### src/rtl/dac_tx_pkg.sv
// dac_tx_pkg: shared state encoding, frame width and DAC power-down codes for dac_tx_serial.
package dac_tx_pkg;
    typedef logic [1:0] state_t;
    localparam state_t IDLE  = 2'd0;
    localparam state_t SHIFT = 2'd1;
    localparam state_t GAP   = 2'd2;
    localparam int FRAME_W = 16;
    localparam logic [1:0] PD_NORMAL = 2'b00;
    localparam logic [1:0] PD_1K     = 2'b01;
    localparam logic [1:0] PD_100K   = 2'b10;
    localparam logic [1:0] PD_HIZ    = 2'b11;
endpackage

### src/rtl/dac_sclk_gen.sv
// dac_sclk_gen: clock-enable divider producing a registered SCLK and rise/fall strobes.
// When disabled the divider is cleared and SCLK parks high.
module dac_sclk_gen #(
    parameter int DIV_HALF = 2
) (
    input  logic clk,
    input  logic rst,
    input  logic en_i,
    output logic sclk_o,
    output logic rise_en_o,
    output logic fall_en_o
);
    localparam int DW = DIV_HALF > 1 ? $clog2(DIV_HALF) : 1;
    logic [DW-1:0] div_q, div_d;
    logic sclk_q, sclk_d, term;
    always_comb begin
        term      = div_q == DW'(DIV_HALF - 1);
        div_d     = !en_i ? '0 : term ? '0 : div_q + 1'b1;
        sclk_d    = !en_i ? 1'b1 : term ? ~sclk_q : sclk_q;
        rise_en_o = en_i & term & ~sclk_q;
        fall_en_o = en_i & term & sclk_q;
    end
    always_ff @(posedge clk) begin
        if (!rst) begin
            div_q  <= '0;
            sclk_q <= 1'b1;
        end else begin
            div_q  <= div_d;
            sclk_q <= sclk_d;
        end
    end
    assign sclk_o = sclk_q;
endmodule

### src/rtl/dac_tx_serial.sv
// dac_tx_serial: shifts {2'b00, pd_mode, din} MSB-first as a 16-bit frame to a serial DAC.
// Optional DAC_TX_TWOS_COMP_EN converts two's-complement din to offset binary at latch time.
module dac_tx_serial
    import dac_tx_pkg::*;
#(
    parameter int DIV_HALF = 2,
    parameter int GAP_CYC  = 2,
    parameter int DATA_W   = 12
) (
    input  logic              clk,
    input  logic              rst,
    input  logic              tx_start,
    input  logic [DATA_W-1:0] din,
    input  logic [1:0]        pd_mode,
    output logic              sync_n,
    output logic              sclk,
    output logic              sdata,
    output logic              tx_busy,
    output logic              tx_done_tick
);
    localparam int GW  = GAP_CYC > 1 ? $clog2(GAP_CYC) : 1;
    localparam int PAD = FRAME_W - 4 - DATA_W;
    state_t state_q, state_d;
    logic [FRAME_W-1:0] shift_q, shift_d, frame;
    logic [3:0] bit_q, bit_d;
    logic [GW-1:0] gap_q, gap_d;
    logic sync_q, sync_d, done_q, done_d;
    logic [DATA_W-1:0] din_c;
    logic rise_en, fall_en;
`ifdef DAC_TX_TWOS_COMP_EN
    assign din_c = {~din[DATA_W-1], din[DATA_W-2:0]};
`else
    assign din_c = din;
`endif
    assign frame = FRAME_W'({2'b00, pd_mode, din_c}) << PAD;
    dac_sclk_gen #(.DIV_HALF(DIV_HALF)) u_sclk (
        .clk       (clk),
        .rst       (rst),
        .en_i      (state_q == SHIFT),
        .sclk_o    (sclk),
        .rise_en_o (rise_en),
        .fall_en_o (fall_en)
    );
    always_comb begin
        state_d = state_q;
        shift_d = shift_q;
        bit_d   = bit_q;
        gap_d   = gap_q;
        sync_d  = sync_q;
        done_d  = 1'b0;
        case (state_q)
            IDLE: if (tx_start) begin
                state_d = SHIFT;
                shift_d = frame;
                bit_d   = '0;
                sync_d  = 1'b0;
            end
            SHIFT: if (rise_en) begin
                if (bit_q == 4'd15) begin
                    state_d = GAP;
                    shift_d = '0;
                    sync_d  = 1'b1;
                    gap_d   = '0;
                end else begin
                    shift_d = shift_q << 1;
                    bit_d   = bit_q + 1'b1;
                end
            end
            GAP: if (gap_q == GW'(GAP_CYC - 1)) begin
                state_d = IDLE;
                done_d  = 1'b1;
            end else begin
                gap_d = gap_q + 1'b1;
            end
            default: state_d = IDLE;
        endcase
    end
    always_ff @(posedge clk) begin
        if (!rst) begin
            state_q <= IDLE;
            shift_q <= '0;
            bit_q   <= '0;
            gap_q   <= '0;
            sync_q  <= 1'b1;
            done_q  <= 1'b0;
        end else begin
            state_q <= state_d;
            shift_q <= shift_d;
            bit_q   <= bit_d;
            gap_q   <= gap_d;
            sync_q  <= sync_d;
            done_q  <= done_d;
        end
    end
    // SCLK may only fall while a frame is being shifted
    assert property (@(posedge clk) disable iff (!rst) fall_en |-> state_q == SHIFT);
    assign sync_n       = sync_q;
    assign sdata        = shift_q[FRAME_W-1];
    assign tx_busy      = state_q != IDLE;
    assign tx_done_tick = done_q;
endmodule

### config.mk
export PLATFORM = sky130hd
export DESIGN_NAME = dac_tx_serial
export DESIGN_NICKNAME = d
export VERILOG_FILES = /design/src/rtl/dac_tx_pkg.sv /design/src/rtl/dac_sclk_gen.sv /design/src/rtl/dac_tx_serial.sv
export SDC_FILE = /design/constraint.sdc
export NUM_CORES = 1
export LEC_CHECK = 0
export CAP_MARGIN = 20
export CORE_UTILIZATION = 55
export DETAILED_ROUTE_END_ITERATION = 6
export GPL_TIMING_DRIVEN = 0
export PLACE_DENSITY = 0.85
export SLEW_MARGIN = 20
export SYNTH_ARGS = -nofsm -noshare
export SYNTH_HDL_FRONTEND = slang
export SYNTH_SLANG_ARGS = --single-unit
### constraint.sdc
create_clock -name clk -period 3.65 [get_ports clk]
set_input_delay 0.73 -clock clk [delete_from_list [all_inputs] [get_ports clk]]
set_output_delay 0.73 -clock clk [all_outputs]
set_load 0.01 [all_outputs]
==> qor.txt, run 1 <==
Clock latency on the worst-skew pair - 0.34 ns
GR Util met3 - 3.70%
Reg2reg setup slack - 1.99 ns
Antenna fix cells - 0
Count leader, synth - dfxtp_1
Final nets - 174
Initial Util - 60.8%
Tcrit/Tclk final - 64.0%
Fin worst setup slack - 1.32 ns
Net Sw Frac - 26.3%
All-layer global routing usage - 25.1%
# resized after CTS - 0
FF-to-FF End - shift_q[3]$_SDFFE_PN0P_
Worst VDD drop - 242 µV
H-tree level count - 1
Initial antenna violation count - 0
Core ar. - 0.00204 mm²
Post-Syn Instances - 130
CP Launch Type - flip-flop
Reg-to-reg startpoint - bit_q[0]$_SDFFE_PN0P_
Met1 usage in global routing - 32.2%
Combinational share of power - 14.7%
Final core utilization - 74.3%
Hold path start - shift_q[14]$_SDFFE_PN0P_
Final WL - 2.84 mm
Least-Margin Pin Slew - 0.439 ns
Seq/Total Area, Yosys - 43.5%
Hold path endpoint - shift_q[14]$_SDFFE_PN0P_
Cts hold-fix bufs - 0
# rows - 16
Crit path required time - 2.92 ns
Gpl congestion - 0.809
Initial DRC Count - 23
Worst-case clock skew - 0.0132 ns
Arrival time at the worst endpoint - 1.60 ns
Final Hold Viols - 0
DIE HEIGHT - 49.5 µm
Syn Std Cell Area - 0.00124 mm²
Synth cell types - 37
Io pins - 22
Hpwl dp - 2.06 mm
PwrDens - 351 mW/mm²
Warning count from the yosys run - 0
Maxcap violations - 0
Endpoint class of the critical path - output pin
Die area - 0.00245 mm²
Int Pwr - 0.000392 W
Worst Hold Depth - 2
Setup_tns - 0 ns
Number of global-route vias before repair - 1053
RSZ-0062 raised after global routing - no
TritonCTS Buffers - 3
Outcome - finished, final reports clean
Most used DFF post-synth - dfxtp_1
Largest area contributor in the netlist - dfxtp_1
Synth top area share - 43.5%
CTS tree - built
Dpl ws - 1.43 ns
Post-CTS Setup Bufs - 0
Dpl cells - 178
Routed length per instance - 15.6 µm
Register-to-Register Path Depth - 5
IO buf count - 21
Clock power frac - 25.9%
Top Usage Layer GRT - met2
Min-Delay Path Class - reg -> reg
Area grow syn2layout - 22.1%
Fin crit period - 2.33 ns
Leakage power - 0.566 nW
DR vias/cell - 6.15
Mapped Nets - 148
Clk root buf - clkbuf_4
Grt ovf - 0
Flops & latches, synth - 27
First-pass GRT wire length - 4.70 mm
Worst slew margin - 70.7%
Kind of critical path - reg -> out
Final Non-Filler Cells - 182
Final setup viols - 0
Filler cells - 171
CP Max Fanout - 10
Net Sw Power - 0.000140 W
DIE WIDTH - 49.5 µm
Total number of vias - 1119
Antenna Nets Post-Route - 0
Global routing met2 resource utilization - 39.4%
Num Clock Sinks - 27
Drt drc - 0
Post-synth EDFFs - 0
Slew Viols, Final - 0
Fraction of layout cells with a size suffix above 1 - 11.6%
Asr flop ratio synth - 0%
Pin count of the biggest net entering global routing - 17
Clock-pin slew on the worst setup and hold paths - 0.16 ns
Mapped Avg Cell Area - 9.56 µm²
FMAX - 0.428 GHz
Synth cell count leaders - dfxtp_1 (27), nand3_1 (11), nor3_1 (11)
Largest cells by area after synthesis - dfxtp_1 (44%), a311oi_1 (4.9%), a221o_1 (4.8%), nand3_1 (4.4%), nor3_1 (4.4%)
Sequential fraction of design power - 59.4%
Maximum root-to-sink buffer count - 2
DR pass1 iterations - 4
## layout by cell type (no fill, tap or decap), types with 2 or more instances in the layout
| master | synthesis | final |
|---|---|---|
| nand2b_1 | 3 | 3 |
| inv_1 | 3 | 3 |
| dfxtp_1 | 27 | 27 |
| clkbuf_4 | 0 | 3 |
| and3_1 | 6 | 6 |
| buf_6 | 3 | 3 |
| nor3_1 | 11 | 11 |
| o2bb2ai_1 | 2 | 2 |
| a311oi_1 | 7 | 7 |
| nor2b_1 | 2 | 2 |
| and4_1 | 3 | 3 |
| a221o_1 | 6 | 6 |
| nand3_1 | 11 | 11 |
| clkdlybuf4s50_1 | 0 | 21 |
| nand2_1 | 10 | 10 |
| clkbuf_1 | 4 | 4 |
| buf_2 | 3 | 3 |
| a21oi_1 | 5 | 5 |
| o2111ai_1 | 4 | 4 |
## worst max-delay path by stage
stage | start | endpoint | slack (ns)
2_1_floorplan | tx_start | sync_n$_SDFFE_PN1P_ | 2.03
3_3_place_gp | tx_start | shift_q[3]$_SDFFE_PN0P_ | 1.48
3_5_place_dp | tx_start | shift_q[3]$_SDFFE_PN0P_ | 1.43
4_1_cts | state_q[1]$_SDFFE_PN0P_ | tx_busy | 1.31
5_1_grt | state_q[1]$_SDFFE_PN0P_ | tx_busy | 1.28
6_report | state_q[1]$_SDFFE_PN0P_ | tx_busy | 1.32
## per-layer routing
layer | routed length, µm | vias up | part of all wire [%]
met2 | 1410 | 27 | 49
met1 | 1270 | 535 | 45
met4 | 57 | 0 | 2.0
li1 | - | 551 | -
met3 | 112 | 6 | 3.9
met5 | 0 | - | 0
## flip-flops by register name (all words and copies together) (netlist names)
register and cells:
gap_q 1, state_q 2, shift_q 16, tx_done_tick 1, sync_n 1, u_sclk.sclk_o 1
bit_q 4, u_sclk.div_q 1
## through the flow
stage	hold WS, ns	total power, W	cell area [µm²]
after floorplan	0.444	0.000367	1240
after global placement	0.450	0.000397	1490
after detailed placement	0.463	0.000400	1490
after CTS	0.486	0.000532	1520
after global routing	0.513	0.000548	1520
final	0.485	0.000532	1520
## cell families after synthesis
kind of cell / count (synthesis) / share of synthesized area (%)
simple gates: 58 / 27.8
compound gates: 30 / 21.0
flops: 27 / 43.5
buf+inv: 14 / 6.65
fa+ha+maj: 1 / 1.01
## power by group through the flow
| stage | Sequential [W] | Clock [W] | Combinational (W) |
|---|---|---|---|
| floorplan | 0.000321 | 0 | 0.0000457 |
| global placement | 0.000322 | 0 | 0.0000748 |
| detailed placement | 0.000322 | 0 | 0.0000778 |
| CTS | 0.000316 | 0.000138 | 0.0000783 |
| global route | 0.000317 | 0.000146 | 0.0000851 |
| finish | 0.000316 | 0.000138 | 0.0000783 |
## worst max-delay path: stages (launching register included)
cell and delay, ns:
dfxtp_1 0.37, buf_6 0.15, or2_2 0.27, clkdlybuf4s50_1 0.48
## layout make-up
| type | instances | area (µm²) | share of cell area, % |
|---|---|---|---|
| repair buffers | 21 | 210 | 13.9 |
| clock buffers | 3 | 22.5 | 1.49 |
| multi-input cells | 89 | 619 | 40.8 |
| plain buffers | 11 | 71.3 | 4.70 |
| clock inverters | 1 | 7.51 | 0.495 |
| well taps | 27 | 33.8 | 2.23 |
| flip-flops and latches | 27 | 541 | 35.6 |
| inverters | 3 | 11.3 | 0.743 |
(Power assumes the default switching activity.)
==> run 2: changes to the inputs <==
--- a/config.mk
+++ b/config.mk
@@ -6,10 +6,10 @@
 export NUM_CORES = 1
 export LEC_CHECK = 0
 export CAP_MARGIN = 20
-export CORE_UTILIZATION = 55
+export CORE_UTILIZATION = 51
 export DETAILED_ROUTE_END_ITERATION = 6
 export GPL_TIMING_DRIVEN = 0
-export PLACE_DENSITY = 0.85
+export PLACE_DENSITY = 0.8
 export SLEW_MARGIN = 20
 export SYNTH_ARGS = -nofsm -noshare
 export SYNTH_HDL_FRONTEND = slang
==> constraint.sdc (replaced) <==
create_clock -name clk -period 2.4 [get_ports clk]
set_input_delay 0.48 -clock clk [delete_from_list [all_inputs] [get_ports clk]]
set_output_delay 0.48 -clock clk [all_outputs]
set_load 0.01 [all_outputs]
==> qor.txt, run 2 (synthesis results as in run 1) <==
Final core utilization - 67.2% (-7.1 points)
All-layer global routing usage - 24.1% (-0.99 points)
Slowest CP cell - clkdlybuf4s50_1
Worst Hold Depth - 1 (-1)
Combinational share of power - 14.9% (+0.2 points)
Total number of vias - 1119 (unchanged)
Min-Delay Path Class - reg -> reg
Net Sw Power - 0.000208 W (+49%)
Least-Margin Pin Slew - 0.489 ns (+0.0493 ns)
Filler cells - 202 (+18%)
# resized after CTS - 0 (unchanged)
Final setup viols - 0 (unchanged)
Clock latency on the worst-skew pair - 0.33 ns (about the same)
Area grow syn2layout - 22.0% (about the same)
Reg-to-reg startpoint - bit_q[0]$_SDFFE_PN0P_
Core ar. - 0.00225 mm² (+10%)
Drt drc - 0 (unchanged)
First-pass GRT wire length - 4.77 mm (+1.6%)
Final WL - 2.92 mm (+2.7%)
Crit path required time - 1.92 ns (-1.00 ns)
CP cell instances - buf_6, or2_2, clkdlybuf4s50_1
Die area - 0.00264 mm² (+7.5%)
Io pins - 22 (unchanged)
Slew Viols, Final - 0 (unchanged)
FMAX - 0.485 GHz
RSZ-0062 raised after global routing - no
H-tree level count - 1 (unchanged)
Maximum root-to-sink buffer count - 2 (unchanged)
Fin crit period - 2.06 ns
Hold path endpoint - sync_n$_SDFFE_PN1P_
Number of flip-flops in the largest register - 16 (unchanged)
Number of global-route vias before repair - 1054 (+0.095%)
Dpl ws - 0.404 ns (-1.02 ns)
Leading cell type in the layout, fill and taps excluded - dfxtp_1
Pin count of the biggest net entering global routing - 16 (-1)
Top flop regs - shift_q x16, bit_q x4, state_q x2
Sequential fraction of design power - 59.9% (+0.5 points)
Antenna fix cells - 0 (unchanged)
PwrDens - 530 mW/mm² (+51%)
TritonCTS Buffers - 3 (unchanged)
Kind of critical path - reg -> out
Clock power frac - 25.2% (-0.7 points)
Maxcap violations - 0 (unchanged)
FF-to-FF End - shift_q[1]$_SDFFE_PN0P_
Final Hold Viols - 0 (unchanged)
Largest reg by FF count - shift_q
Register-to-Register Path Depth - 5 (unchanged)
IO buf count - 21 (unchanged)
Arrival time at the worst endpoint - 1.58 ns (-0.02 ns)
Int Pwr - 0.000595 W (+52%)
Outcome - finished, final reports clean
Fin worst setup slack - 0.339 ns (-0.976 ns)
Routed length per instance - 15.9 µm (+2.1%)
Endpoint class of the critical path - output pin
DIE WIDTH - 51.4 µm (+3.7%)
Leakage power - 0.570 nW (+0.66%)
Initial DRC Count - 42 (+83%)
Final nets - 174 (unchanged)
Setup_tns - 0 ns (unchanged)
Clk root buf - clkbuf_4
Cts hold-fix bufs - 0 (unchanged)
Slowest stage delay, CP - 0.48 ns (about the same)
DR pass1 iterations - 4 (unchanged)
Initial Util - 55.1% (-5.7 points)
Gpl congestion - 0.790 (-2.3%)
Reg2reg setup slack - 0.68 ns (-1.31 ns)
Hpwl dp - 2.03 mm (-1.8%)
Hold path start - sync_n$_SDFFE_PN1P_
Commonest non-fill, non-tap cells in the layout - dfxtp_1 (27), clkdlybuf4s50_1 (21), nand3_1 (11), nor3_1 (11), nand2_1 (10)
CP Max Fanout - 10 (unchanged)
Worst VDD drop - 346 µV (+43%)
Grt ovf - 0 (unchanged)
Initial antenna violation count - 0 (unchanged)
Worst slew margin - 67.4% (-3.3 points)
CP Launch Type - flip-flop
Fraction of layout cells with a size suffix above 1 - 11.6% (unchanged)
Clock-pin slew on the worst setup and hold paths - 0.16 ns (about the same)
CTS tree - built
Antenna Nets Post-Route - 0 (unchanged)
Tcrit/Tclk final - 85.9%
DR vias/cell - 6.11 (-0.55%)
Net Sw Frac - 25.9% (-0.40 points)
DIE HEIGHT - 51.4 µm (+3.7%)
Worst-case clock skew - 0.0126 ns (-0.000578 ns)
# rows - 17 (+1)
Num Clock Sinks - 27 (unchanged)
Post-CTS Setup Bufs - 0 (unchanged)
run 2: cell types whose count changed in the layout (fill, tap and decap cells not counted):
cell / previous run / this run
clkinv_2: 0 / 1
clkinvlp_4: 1 / 0
run 2: how the worst max path moves through the flow:
stage               cells past startpoint                    start  slack (ns)                        to
finish                                  3  state_q[1]$_SDFFE_PN0P_        0.34                   tx_busy
global route                            3  state_q[0]$_SDFFE_PN0P_        0.27                   tx_busy
CTS                                     3  state_q[1]$_SDFFE_PN0P_        0.32                   tx_busy
detailed placement                      5                 tx_start        0.40   shift_q[1]$_SDFFE_PN0P_
global placement                        5                 tx_start        0.46   shift_q[2]$_SDFFE_PN0P_
floorplan                               5    bit_q[0]$_SDFFE_PN0P_        0.93  shift_q[10]$_SDFFE_PN0P_
run 2: area by class of cell:
type / count / area [µm²] / area share, %
multi-input combinational: 89 / 619 / 40.9
sequential: 27 / 541 / 35.7
timing repair buffer: 21 / 210 / 13.9
buffer: 11 / 71.3 / 4.71
tap: 28 / 35.0 / 2.31
clock buffer: 3 / 22.5 / 1.49
inverter: 3 / 11.3 / 0.743
clock inverter: 1 / 5.00 / 0.330
run 2: stage by stage:
step | cells | area, µm² | hold WS [ns] | total power (W)
floorplan | 130 | 1240 | 0.444 | 0.000558
global placement | 179 | 1490 | 0.451 | 0.000605
detailed placement | 179 | 1490 | 0.453 | 0.000609
CTS | 183 | 1520 | 0.485 | 0.000807
global route | 183 | 1520 | 0.507 | 0.000840
finish | 183 | 1520 | 0.486 | 0.000803
run 2: worst max-delay path: cells and delay by family, from the launching register on:
kind	cells	cell delay, ns
buf+inv	2	0.63
flops	1	0.37
simple gates	1	0.27
run 2: power groups by stage:
stage	clock [W]	sequential, W	combinational [W]
final	0.000203	0.000481	0.000120
after global placement	0	0.000490	0.000115
after CTS	0.000206	0.000481	0.000120
after floorplan	0	0.000488	0.0000694
after detailed placement	0	0.000491	0.000119
after global routing	0.000226	0.000484	0.000130
run 2: metal layers:
layer / vias to the layer above / routed length (µm) / global-route usage (%)
li1: 550 / - / -
met1: 527 / 1350 / 32.8
met2: 39 / 1370 / 39.9
met3: 3 / 164 / 2.98
met4: 0 / 27 / 6.76
met5: - / 0 / 0
